`src/rtl/cmp_pkg.sv`:
```
// Shared types for the shared-comparator arbiter: FSM state and the packed compare result.
package cmp_pkg;

    typedef enum logic [1:0] {IDLE, CMP, RESP} cmp_state_t;

    typedef struct packed {
        logic lt;
        logic gt;
        logic eq;
    } cmp_res_t;

endpackage

```
`src/rtl/mag_cmp.sv`:
```
// Purely combinational unsigned magnitude comparator; exactly one result flag is set.
module mag_cmp
    import cmp_pkg::*;
#(
    parameter int unsigned W = 4
) (
    input  logic [W-1:0] a_i,
    input  logic [W-1:0] b_i,
    output cmp_res_t     res_o
);

    always_comb begin
        res_o    = '0;
        res_o.lt = (a_i < b_i);
        res_o.gt = (a_i > b_i);
        res_o.eq = (a_i == b_i);
    end

endmodule

```
`src/rtl/cmp_share_arbiter.sv`:
```
// Round-robin arbiter that time-shares one registered magnitude comparator among N
// requesters and returns a tagged lt/gt/eq result over a valid/ready channel.
module cmp_share_arbiter
    import cmp_pkg::*;
#(
    parameter int unsigned N   = 4,
    parameter int unsigned W   = 4,
    parameter int unsigned IDW = $clog2(N)
) (
    input  logic             clk,
    input  logic             rst,
    input  logic [N-1:0]     req,
    input  logic [N*W-1:0]   a_in,
    input  logic [N*W-1:0]   b_in,
    output logic [N-1:0]     gnt,
    output logic             rsp_valid,
    input  logic             rsp_ready,
    output logic [IDW-1:0]   rsp_id,
    output logic             rsp_lt,
    output logic             rsp_gt,
    output logic             rsp_eq
);

    cmp_state_t     state_q;
    logic [IDW-1:0] last_q;
    logic [IDW-1:0] cur_id_q;
    logic [W-1:0]   a_q;
    logic [W-1:0]   b_q;
    logic [N-1:0]   gnt_q;
    logic           rsp_valid_q;
    logic [IDW-1:0] rsp_id_q;
    cmp_res_t       rsp_q;

    cmp_res_t       cmp_res;
    logic [IDW-1:0] win_c;
    logic [W-1:0]   a_sel_c;
    logic [W-1:0]   b_sel_c;

    // Rotate so the search starts after the last winner, take the lowest set bit, rotate back.
    function automatic logic [IDW-1:0] rr_pick(input logic [N-1:0] r, input logic [IDW-1:0] last);
        logic [2*N-1:0] dbl;
        logic [N-1:0]   rot;
        int unsigned    start;
        int unsigned    off;
        logic           found;
        start = (32'(last) + 32'd1) % N;
        dbl   = {r, r};
        rot   = N'(dbl >> start);
        off   = 0;
        found = 1'b0;
        for (int unsigned i = 0; i < N; i++) begin
            if (!found && rot[i]) begin
                off   = i;
                found = 1'b1;
            end
        end
        return IDW'((start + off) % N);
    endfunction

    assign win_c = rr_pick(req, last_q);

    // Operand mux for the round-robin winner.
    always_comb begin
        a_sel_c = '0;
        b_sel_c = '0;
        for (int unsigned i = 0; i < N; i++) begin
            if (IDW'(i) == win_c) begin
                a_sel_c = a_in[i*W +: W];
                b_sel_c = b_in[i*W +: W];
            end
        end
    end

    mag_cmp #(.W(W)) u_mag_cmp (
        .a_i   (a_q),
        .b_i   (b_q),
        .res_o (cmp_res)
    );

    always_ff @(posedge clk) begin
        if (rst) begin
            state_q     <= IDLE;
            last_q      <= IDW'(N - 1);
            cur_id_q    <= '0;
            a_q         <= '0;
            b_q         <= '0;
            gnt_q       <= '0;
            rsp_valid_q <= 1'b0;
            rsp_id_q    <= '0;
            rsp_q       <= '0;
        end else begin
            gnt_q <= '0;
            case (state_q)
                IDLE: begin
                    if (|req) begin
                        a_q      <= a_sel_c;
                        b_q      <= b_sel_c;
                        cur_id_q <= win_c;
                        last_q   <= win_c;
                        gnt_q    <= N'(1) << win_c;
                        state_q  <= CMP;
                    end
                end
                CMP: begin
                    rsp_q       <= cmp_res;
                    rsp_id_q    <= cur_id_q;
                    rsp_valid_q <= 1'b1;
                    state_q     <= RESP;
                end
                RESP: begin
                    // Flags drop with valid so they never read as a stale result.
                    if (rsp_ready) begin
                        rsp_valid_q <= 1'b0;
                        rsp_q       <= '0;
                        state_q     <= IDLE;
                    end
                end
                default: state_q <= IDLE;
            endcase
        end
    end

    assign gnt       = gnt_q;
    assign rsp_valid = rsp_valid_q;
    assign rsp_id    = rsp_id_q;
    assign rsp_lt    = rsp_q.lt;
    assign rsp_gt    = rsp_q.gt;
    assign rsp_eq    = rsp_q.eq;

endmodule
```
`config.mk`:
```
export PLATFORM = sky130hd
export DESIGN_NAME = cmp_share_arbiter
export DESIGN_NICKNAME = d
export VERILOG_FILES = /design/src/rtl/cmp_pkg.sv /design/src/rtl/mag_cmp.sv /design/src/rtl/cmp_share_arbiter.sv
export SDC_FILE = /design/constraint.sdc
export NUM_CORES = 1
export LEC_CHECK = 0
export CORE_ASPECT_RATIO = 0.9
export CORE_UTILIZATION = 40
export CTS_CLUSTER_SIZE = 24
export DETAILED_ROUTE_END_ITERATION = 7
export PLACE_DENSITY = 0.73
export SETUP_SLACK_MARGIN = 0.2
export SLEW_MARGIN = 10
export SYNTH_ARGS = -nofsm -noshare
export SYNTH_HDL_FRONTEND = slang
export SYNTH_SLANG_ARGS = --single-unit
```
`constraint.sdc`:
```
create_clock -name clk -period 5.65 [get_ports clk]
set_input_delay 1.13 -clock clk [delete_from_list [all_inputs] [get_ports clk]]
set_output_delay 1.13 -clock clk [all_outputs]
set_load 0.01 [all_outputs]
```
# Word-level counts from Yosys, hierarchy flattened
# Index checks and enable logic that the tools add are counted.
# classes
addsub,2
mul,0
n_div,0
n_lt_le_gt_ge,2
eq_ne,8
shifts,2
n_mux,21
bitwise,2
reduce_logical,14
# ops
cell,count
4-bit 2-to-1 mux,8
2-bit 2-to-1 mux,4
8-bit by 2-bit right shift with 4-bit output,1
2-bit case mux with 3 select lines,1
3-bit case mux with 2 select lines,1
2-bit AND reduction,3
1-bit 2-to-1 mux,5
2-bit equality test (first input constant),2
4-bit equality test,1
4-bit greater-than comparator,1
2-bit zero test,2
4-bit less-than comparator,1
2-bit != test (second input constant),2
4-bit OR reduction,1
1-bit by 2-bit << shifter with 4-bit output (first input constant),1
1-bit logical AND,3
1-bit zero test,3
3-bit 2-to-1 mux,1
3-bit OR reduction,1
2-bit by 1-bit adder with 2-bit output (second input constant),1
2-bit adder,1
1-bit by 2-bit equality test with 1-bit output (first input constant),1
2-bit by 1-bit equality test with 1-bit output (second input constant),1
2-bit equality test (second input constant),1
other kinds (3),4
# word_totals
register_bits,24
latchBits,0
ramBits,0
rom_bits,0
out_inout_bits,10
wordCells,62
n_memories,0

# Logic depth before layout (Yosys ltp)
# depth
word_depth,18
depth_mapped,12

# Hierarchy
# A second synthesis with hierarchy kept.
# hier_totals
hier_cells,189
area_unflattened_um2,1566.5
# modules_own_cells
mod,instances,cells_each,area_per_inst_um2,seq_area_each_um2
cmp_share_arbiter,1,173,1437.6,480.5
mag_cmp,1,16,128.9,0.0

# Worst setup path after synthesis
# Ideal clock, no wire load.
# synth_path
path_type,input -> register
startpoint,in req[1]
endpoint,reg a_q[0]
setup_ns,0.117
t_arrival_ns,3.331
required_ns,5.533
path_slack_ns,2.202
stages,10
n_path_buf,3
cell_sequence,buf_2 > nor2_1 > nor3_1 > a21oi_1 > o21ai_0 > ha_1 > clkbuf_1 > clkbuf_1 > mux4_2 > a22o_1
# synth_via
elab_chain_cells,17
# synth_rtl
item,line_no,rtl
from (decl),cmp_share_arbiter.sv:12,"input logic [N-1:0] req,"
8-bit by 2-bit right shift with 4-bit output (*),cmp_share_arbiter.sv:48,rot = N'(dbl >> start);
1-bit 2-to-1 mux,cmp_share_arbiter.sv:52,if (!found && rot[i]) begin
1-bit zero test,cmp_share_arbiter.sv:52,
1-bit logical AND,cmp_share_arbiter.sv:52,
1-bit 2-to-1 mux,cmp_share_arbiter.sv:52,
1-bit zero test,cmp_share_arbiter.sv:52,
1-bit logical AND,cmp_share_arbiter.sv:52,
1-bit 2-to-1 mux,cmp_share_arbiter.sv:52,
1-bit zero test,cmp_share_arbiter.sv:52,
1-bit logical AND,cmp_share_arbiter.sv:52,
2-bit 2-to-1 mux (*),cmp_share_arbiter.sv:52,
2-bit adder (*),cmp_share_arbiter.sv:57,return IDW'((start + off) % N);
via win_c[0],cmp_share_arbiter.sv:35,logic [IDW-1:0] win_c;
2-bit zero test,cmp_share_arbiter.sv:67,if (IDW'(i) == win_c) begin
4-bit 2-to-1 mux (3 in series),cmp_share_arbiter.sv:67,
4-bit 2-to-1 mux (*),cmp_share_arbiter.sv:67,
to (signal assigned),cmp_share_arbiter.sv:96,a_q <= a_sel_c;
to (decl),cmp_share_arbiter.sv:27,logic [W-1:0] a_q;
# Mark *: on every way through the listed nets, which the timed path passes. The rest lies on a longest branch.
# A chain may end at the register's enable or synchronous reset.

# Worst setup path in the final report
# layout_path
startpoint,in req[0]
endpoint,reg a_q[0]
# layout_via
elab_chain_cells,17
# layout_rtl
item,line_no
8-bit by 2-bit right shift with 4-bit output,cmp_share_arbiter.sv:48
1-bit 2-to-1 mux,cmp_share_arbiter.sv:52
1-bit zero test,cmp_share_arbiter.sv:52
1-bit logical AND,cmp_share_arbiter.sv:52
1-bit 2-to-1 mux,cmp_share_arbiter.sv:52
1-bit zero test,cmp_share_arbiter.sv:52
1-bit logical AND,cmp_share_arbiter.sv:52
1-bit 2-to-1 mux,cmp_share_arbiter.sv:52
1-bit zero test,cmp_share_arbiter.sv:52
1-bit logical AND,cmp_share_arbiter.sv:52
2-bit 2-to-1 mux,cmp_share_arbiter.sv:52
2-bit adder,cmp_share_arbiter.sv:57
2-bit zero test,cmp_share_arbiter.sv:67
4-bit 2-to-1 mux (4 in series),cmp_share_arbiter.sv:67
# Several ways; a longest one is shown, not always the timed one.

==> out/qor.txt <==
Status: completed
Top cell by count, worst path: xnor2_1
Worst skew pair latency: 0.26 ns
Max Freq: 253 MHz
Clock buffer depth: 2
Area delta synth->final: 38.9%
Die width: 63.7 um
Post-CTS Setup Bufs: 0
RePlAce Congestion: 0.799
GR Util All Layers: 18.4%
PwrDens: 441 nW/um^2
Antenna violations before repair: 0
Max Cap Viol: 0
Root Buffer: clkbuf_8
Final ANT Viol Nets: 0
DRC violation count after routing: 0
Delay-heaviest family, CP: XOR/XNOR gates
Site Rows: 19
EDFF count, synth: 0
Port buffer count: 48
Rel. slew slack: 43.6%
Fin worst setup slack: 1.70 ns
Register Area: 480 um^2
Kind of critical path: input pin to flop
Initial DRT Pass Iterations: 4
Starting Density: 43.3%
Die ar.: 3660 um^2
Post-Synthesis Net Count: 197
Post-Synthesis Cells: 153
Critical Path Start Type: input pin
Worst-Margin Slew: 0.845 ns
CP max-delay cell: mux4_2
Warnings, synthesis: 0
FF+latch count, synth: 24
Synth top cells by count: 24 x dfxtp_1, 16 x mux2i_1, 12 x nor2_1, 11 x a21oi_1, 10 x inv_1
Largest net degree at the start of global routing: 21
Via/cell ratio: 5.26
Fin crit share: 69.9%
Worst slack, placed: 1.40 ns
Fin crit period: 3.95 ns
Netlist cell types: 37
Final Hold Vio Count: 0
Final nets: 239
Grt total ovfl: 0
Worst Path Max Fanout: 13
Top post-synthesis cells by area: dfxtp_1 35%, mux2i_1 12%, mux2_2 5.8%
Synth area leader: dfxtp_1
Multi-input combinational cell area: 792 um^2
Cell area after synthesis: 1370 um^2
CTS Buf Count: 3
Total Wirelength: 3.10 mm
DRT iter0 DRCs: 39
Yosys top cell area share: 35.1%
Main synth FF type: dfxtp_1
Final setup vio count: 0
Hold buffers post-CTS: 0
First-pass GRT wire length: 5.38 mm
Critical path required time: 5.81 ns
CP peak stage delay: 0.58 ns
Mapped Avg Cell Area: 8.95 um^2
Core Area: 3160 um^2
Static Leak: 0.000755 uW
Min-delay worst type: flop to flop
Total Power: 838 uW
Gates resized, CTS repair: 0
Die Height: 57.5 um
Crit path arrival time: 4.11 ns
Crit. End Element: flop
Top Ports: 49
Layout cells sized above 1: 9.79%
Critical path, cell by cell: clkdlybuf4s50_1 > inv_1 > o311a_1 > o21ai_0 > ha_1 > xnor2_1 > xnor2_1 > xnor2_2 > mux4_2 > a22o_1
Seq/Total Area, Yosys: 35.1%
Most frequent cell after synthesis: dfxtp_1
Setup TNS: 0 ns
Max-slew violations: 0
H-tree depth: 1
Fillers: 300
Final HPWL DP: 2.45 mm
WP buf/inv: 2
Clock-pin slew on the worst setup and hold paths: 0.08 ns
Peak supply drop: 0.227 mV
CTS tree: built
RSZ-0062 raised after global routing: no
FFs w/ async S/R, synth: 0%
Skew final: 0.00162 ns
Avg WL per Cell: 13.1 um
TritonCTS Sinks: 24
Antenna Cells: 0
Total number of vias: 1242
Vias in the first global route: 1296
## area by class of cell
class / count / area share (%)
Clock buffer: 4 / 2.89
Sequential cell: 24 / 25.3
Timing Repair Buffer: 48 / 25.3
Inverter: 11 / 2.17
Tap cell: 42 / 2.76
Multi-Input combinational cell: 107 / 41.6
## worst paths after layout
path                  to  slack, ns         from  depth (start not counted)
max               a_q[0]       1.70       req[0]                         10
min          cur_id_q[1]       0.46  cur_id_q[1]                          2
max reg2reg       a_q[0]       2.71    last_q[0]                          9
min reg2reg  cur_id_q[1]       0.46  cur_id_q[1]                          2
## state kept, by name, indices dropped and copies added (netlist names), 2 cells and up
name	flops
rsp_id	2
gnt	4
last_q	2
b_q	4
a_q	4
state_q	2
cur_id_q	2
## report_power, final
| group | leakage (uW) | switching, uW | internal [uW] | total [uW] |
|---|---|---|---|---|
| Clock | 0.0000288 | 52.9 | 62.2 | 115 |
| Sequential | 0.000198 | 33.3 | 223 | 257 |
| Combinational | 0.000528 | 209 | 258 | 467 |
## metal layers
layer	track usage [%]	vias to the layer above	wire [um]
li1	-	619	-
met2	36.2	32	1630
met5	0	-	0
met1	20.2	588	1320
met3	3.60	3	138
met4	3.90	0	16
## worst reg2reg max path, stage by stage, from the launching register on
cell and delay [ns]:
dfxtp_1 0.51, nor3_1 0.10, a311oi_1 0.25, o21ai_0 0.13, ha_1 0.21, xnor2_1 0.14
xnor2_1 0.16, xnor2_2 0.53, mux4_2 0.58, a22o_1 0.23
## cells by family (layout without fill, tap and decap cells)
group	Yosys count	after routing	share of synthesized area, %
buffers and inverters	22	63	7.04
XOR/XNOR	3	3	2.47
AND/OR/NAND/NOR	44	44	16.8
flip-flops	24	24	35.1
multiplexers	24	24	19.1
adder cells (fa/ha/maj)	5	5	4.57
AO/OA/AOI/OAI	31	31	14.9
## per-stage QoR
stage / hold WS [ns] / utilization (%) / cell area (um^2) / cells
after floorplan: 0.436 / - / 1370 / 153
final: 0.464 / 60.2 / 1900 / 236
after global routing: 0.489 / 60.2 / 1900 / 236
after CTS: 0.468 / 60.2 / 1900 / 236
after global placement: 0.443 / 58.4 / 1850 / 232
after detailed placement: 0.455 / 58.4 / 1850 / 232
## cell usage in the layout, fill, tap and decap left out, types with 2 or more instances in the layout
cell type	count
clkdlybuf4s50_1	48
nand2_1	7
a21oi_1	11
ha_1	5
mux2i_1	16
a2111oi_0	2
nor2b_1	3
or3_1	3
o21ai_0	9
xnor2_1	2
dfxtp_1	24
clkbuf_8	4
nor3_1	4
nand3b_1	4
mux2_2	7
nor2_1	12
or2_2	3
o32ai_1	2
nand2b_1	3
inv_1	10
Power figures use the tool's default switching activity.
